`config.mk`:
```
export PLATFORM = sky130hd
export DESIGN_NAME = pri_encode_scan
export DESIGN_NICKNAME = d
export VERILOG_FILES = /design/src/rtl/pri_encode_scan.sv
export SDC_FILE = /design/constraint.sdc
export NUM_CORES = 1
export LEC_CHECK = 0
export BUFFER_PORTS_ARGS = -buffer_cell sky130_fd_sc_hd__buf_2
export CAP_MARGIN = 20
export CORE_MARGIN = 5
export CORE_UTILIZATION = 51
export DETAILED_ROUTE_END_ITERATION = 10
export GPL_TIMING_DRIVEN = 1
export PLACE_DENSITY = 0.81
export SLEW_MARGIN = 0
export SYNTH_ARGS = -nofsm -noshare
export SYNTH_HDL_FRONTEND = slang
export SYNTH_SLANG_ARGS = --single-unit
```
`constraint.sdc`:
```
create_clock -name clk -period 3.9 [get_ports clk]
set_clock_uncertainty 0.15 [all_clocks]
set_input_delay 0.585 -clock clk [delete_from_list [all_inputs] [get_ports clk]]
set_output_delay 0.585 -clock clk [all_outputs]
set_load 0.05 [all_outputs]
```
`src/rtl/pri_encode_scan.sv`:
```
// Sequential priority scanner: accepts a request vector and emits the index of
// every set bit, one beat per handshake, in MSB-first or LSB-first order.
//
// state | meaning
// IDLE  | no vector held; in_ready follows en
// SCAN  | emitting indices from r_mask (or a single out_none beat)
module pri_encode_scan #(
   parameter int WIDTH     = 8,
   parameter int IDXW      = $clog2(WIDTH),
   parameter bit MSB_FIRST = 1'b1
) (
   input  logic             clk,
   input  logic             rst_n,
   input  logic             en,
   input  logic             flush,
   input  logic             in_valid,
   output logic             in_ready,
   input  logic [WIDTH-1:0] in_data,
   output logic             out_valid,
   input  logic             out_ready,
   output logic [IDXW-1:0]  out_idx,
   output logic             out_last,
   output logic             out_none,
   output logic             idc,
   output logic             busy
);

   typedef enum logic {IDLE = 1'b0, SCAN = 1'b1} state_t;

   state_t           r_state;
   state_t           w_state_nxt;
   logic [WIDTH-1:0] r_mask;
   logic [WIDTH-1:0] w_mask_nxt;
   logic [WIDTH-1:0] w_sel_bit;
   logic             r_none;
   logic             w_none_nxt;
   logic [IDXW-1:0]  w_idx;
   logic             w_single;
   logic             w_accept;
   logic             w_beat;

   // Later matches overwrite earlier ones, so the scan direction picks priority.
   always_comb begin
      w_idx = '0;
      for (int i = 0; i < WIDTH; i++) begin
         if (MSB_FIRST) begin
            if (r_mask[i]) begin
               w_idx = IDXW'(i);
            end
         end else begin
            if (r_mask[WIDTH-1-i]) begin
               w_idx = IDXW'(WIDTH-1-i);
            end
         end
      end
   end

   assign w_sel_bit = {{(WIDTH-1){1'b0}}, 1'b1} << w_idx;
   assign w_single  = (r_mask != '0) && ((r_mask & (r_mask - WIDTH'(1))) == '0);

   assign out_valid = (r_state == SCAN);
   assign out_idx   = w_idx;
   assign out_last  = out_valid && (w_single || r_none);
   assign out_none  = out_valid && r_none;
   assign idc       = out_valid && !r_none;
   assign busy      = out_valid;

   // A new vector may follow the final beat of the current one with no bubble.
   assign in_ready  = rst_n && en && ((r_state == IDLE) || (out_ready && out_last));
   assign w_accept  = in_valid && in_ready && !flush;
   assign w_beat    = out_valid && out_ready;

   always_comb begin
      w_state_nxt = r_state;
      w_mask_nxt  = r_mask;
      w_none_nxt  = r_none;
      if (flush) begin
         w_state_nxt = IDLE;
         w_mask_nxt  = '0;
         w_none_nxt  = 1'b0;
      end else if (w_accept) begin
         w_state_nxt = SCAN;
         w_mask_nxt  = in_data;
         w_none_nxt  = (in_data == '0);
      end else if (w_beat) begin
         w_mask_nxt = r_mask & ~w_sel_bit;
         if (out_last) begin
            w_state_nxt = IDLE;
            w_none_nxt  = 1'b0;
         end
      end
   end

   always_ff @(posedge clk or negedge rst_n) begin
      if (!rst_n) begin
         r_state <= IDLE;
         r_mask  <= '0;
         r_none  <= 1'b0;
      end else begin
         r_state <= w_state_nxt;
         r_mask  <= w_mask_nxt;
         r_none  <= w_none_nxt;
      end
   end

endmodule

```
==> flow_metrics.tcl <==
set metrics [dict create \
    critPathArrivalTime_ps 2360 \
    clock.fmax_mhz 322.8 \
    io_pins 23 \
    clockBufferDepth 2 \
    drive_gt1_share_pct 29.41 \
    clk_pin_slew_ps 70 \
    htree_levels 1 \
    dieWidth_um 46.74 \
    core_area_mm2 0.001285 \
    startpoint_type "register" \
    ys_seq_area_share_pct 36.36 \
    relSlewSlack_pct 46.72 \
    synth_cell_types 32 \
    rows 13 \
    grt_usage_pct 18.89 \
    clock_latency_ps 270 \
    tns_ps 0 \
    syn-cell-area_um2 688.2 \
    worstPathMaxFanout 7 \
    worstReg2RegEnd "r_mask[3]$_DFFE_PN0P_" \
    ant_nets 0 \
    tightestPinTransition_ps 794.3 \
    grt_pass1_vias 645 \
    critPathMaxStageDelay_ps 500 \
    period_share_pct 79.44 \
    port_buffers 22 \
    rsz0062_at_grt "no" \
    power_density_mw_per_mm2 306.5 \
    drt_iter0_markers 36 \
    vdd_drop_max_v 0.0002061 \
    maxCapViolCount 0 \
    synth_seq_cells 10 \
    r2r-start "r_mask[1]$_DFFE_PN0P_" \
    numCtsBuffers 3 \
    hold_buffers 0 \
    die_y_um 46.74 \
    cts_root_buf "clkbuf_4" \
    syn_inst 78 \
    first_pass_iters 4 \
    hold_path.class "primary input to asynchronous set/reset pin" \
    fillers 111 \
    initial_core_util_pct 53.55 \
    worst_path_max_delay_cell "nor4_2" \
    antenna_found_initial 0 \
    rrSetupSlack_ps 1610 \
    critPathRequiredTime_ps 3160 \
    fin_util_pct 65.53 \
    crit_chain "nor4_2, nand4b_1, o2111a_1, nand2_1, a21oi_1, o21ai_0, and3_1, buf_2" \
    final_hold_viol_count 0 \
    viasPerCell 6.308 \
    syn_area_per_cell_um2 8.823 \
    ys_warn_count 0 \
    timing.hold.ws_ps 17.30 \
    grt-ovfl-total 0 \
    via_count 738 \
    place_hpwl_um 1341 \
    cts.sinks 10 \
    p_leak_nw 0.4600 \
    criticalPathCategory "register to output pin" \
    status "completed" \
    synthesis.nets 92 \
    grt_pass1_wl_um 2932 \
    cp-endpoint "in_ready" \
    diodes 0 \
    gp_congestion 0.8209 \
    setup_viol 0 \
    crit_path_start "r_mask[1]$_DFFE_PN0P_" \
    regArea_um2 250.2 \
    period_needed_ps 3098 \
    wl_per_cell_um 15.50 \
    syn2layout_area_growth_pct 22.36 \
    wl_um 1813 \
    rr_worst_depth 7 \
    cts_resized 0 \
    grt_max_degree 13 \
    slew_violations 0 \
    power_mw 0.2581 \
    cts_tree "done" \
    cp-end-kind "output pin" \
    postCtsSetupBuffers 0 \
    die_area_mm2 0.002184 \
    nets 117 \
    multi_input_area_um2 419.2 \
    remaining_drc_errors 0 \
]
where the power goes:
group	total, mW	internal (mW)	switching, mW	leakage [nW]
logic	0.0530	0.0164	0.0365	0.300
registers	0.109	0.105	0.00338	0.139
clock network	0.0965	0.0568	0.0397	0.0210
state kept, by name (all words and copies together), names as in the netlist:
| signal | count |
|---|---|
| r_none | 1 |
| r_mask | 8 |
| busy | 1 |
Yosys cell counts:
cell type	count	area share [%]
clkbuf_1	1	0.54
nor4_2	1	1.8
nand2_1	7	3.8
nor2_1	10	5.5
nor2_2	1	0.91
o31a_1	1	1.3
mux2i_1	2	2.9
nor3_1	1	0.73
nor2b_1	2	1.8
buf_4	1	1.1
nor4_1	2	1.8
a221o_1	3	4.4
nand4b_1	4	5.1
o21ai_0	5	3.6
o311ai_0	1	1.3
a31oi_1	1	0.91
a22o_1	1	1.3
dfrtp_1	10	36
nand2_4	1	1.6
nand3_1	2	1.5
a21oi_1	6	4.4
o21bai_1	1	1.1
and4b_1	2	2.9
o2111a_1	1	1.6
o211ai_2	1	1.8
and3_1	2	1.8
a21boi_0	1	1.1
a32o_1	1	1.5
inv_1	2	1.1
a211o_1	2	2.5
and2_1	1	0.91
a211oi_1	1	1.1
how the worst min path moves through the flow:
stage          start               endpoint  cells after the start
2_1_floorplan  rst_n       busy$_DFFE_PN0P_                      0
3_3_place_gp   rst_n  r_mask[3]$_DFFE_PN0P_                      1
3_5_place_dp   rst_n  r_mask[3]$_DFFE_PN0P_                      1
4_1_cts        rst_n  r_mask[3]$_DFFE_PN0P_                      1
5_1_grt        rst_n  r_mask[3]$_DFFE_PN0P_                      1
6_report       rst_n  r_mask[3]$_DFFE_PN0P_                      1
area by class of cell:
class	count	area share (%)
clock buffers	4	4.309
inverters	2	0.8915
multi-input cells	64	49.78
flip-flops and latches	10	29.72
well taps	15	2.229
repair buffers	22	13.08
metrics by stage:
step | cell area [um2] | worst slack, ps | instances
floorplan | 688.2 | 979.3 | 78
global placement | 805.8 | 1252 | 113
detailed placement | 805.8 | 1125 | 113
CTS | 842.1 | 826.1 | 117
global route | 842.1 | 546.7 | 117
finish | 842.1 | 801.8 | 117
kinds of logic (layout without fill, tap and decap cells):
family                 after synthesis  in the layout  share of synthesized area (%)
DFF                                 10             10                          36.36
AOI/OAI and AO/OA                   26             26                          27.82
buffers and inverters                4             28                          2.728
muxes                                2              2                          2.909
and+or+nand+nor                     36             36                          30.18
routing by layer:
| layer | wire, um | GRT usage [%] |
|---|---|---|
| met2 | 901 | 28.85 |
| met3 | 155 | 4.981 |
| met5 | 0 | 0 |
| met1 | 735 | 26.25 |
| met4 | 19 | 6.077 |
critical path, delay by kind of cell, from the launching register on:
family                 cells  cell delay, ps
AOI/OAI and AO/OA          3             480
buffers and inverters      1             260
DFF                        1             450
and+or+nand+nor            4             910
cells in the final DEF, fill, tap and decap left out, drive strengths merged, types with 2 or more instances in the layout:
master | Yosys | routed
nand3 | 2 | 2
and4b | 2 | 2
nand2 | 8 | 8
a211o | 2 | 2
mux2i | 2 | 2
a21oi | 6 | 6
nand4b | 4 | 4
and3 | 2 | 2
nor2b | 2 | 2
a221o | 3 | 3
o21ai | 5 | 5
inv | 2 | 2
nor4 | 3 | 3
clkbuf | 1 | 4
nor2 | 11 | 11
buf | 1 | 22
dfrtp | 10 | 10
No activity file was read; power rests on OpenSTA's default activity.
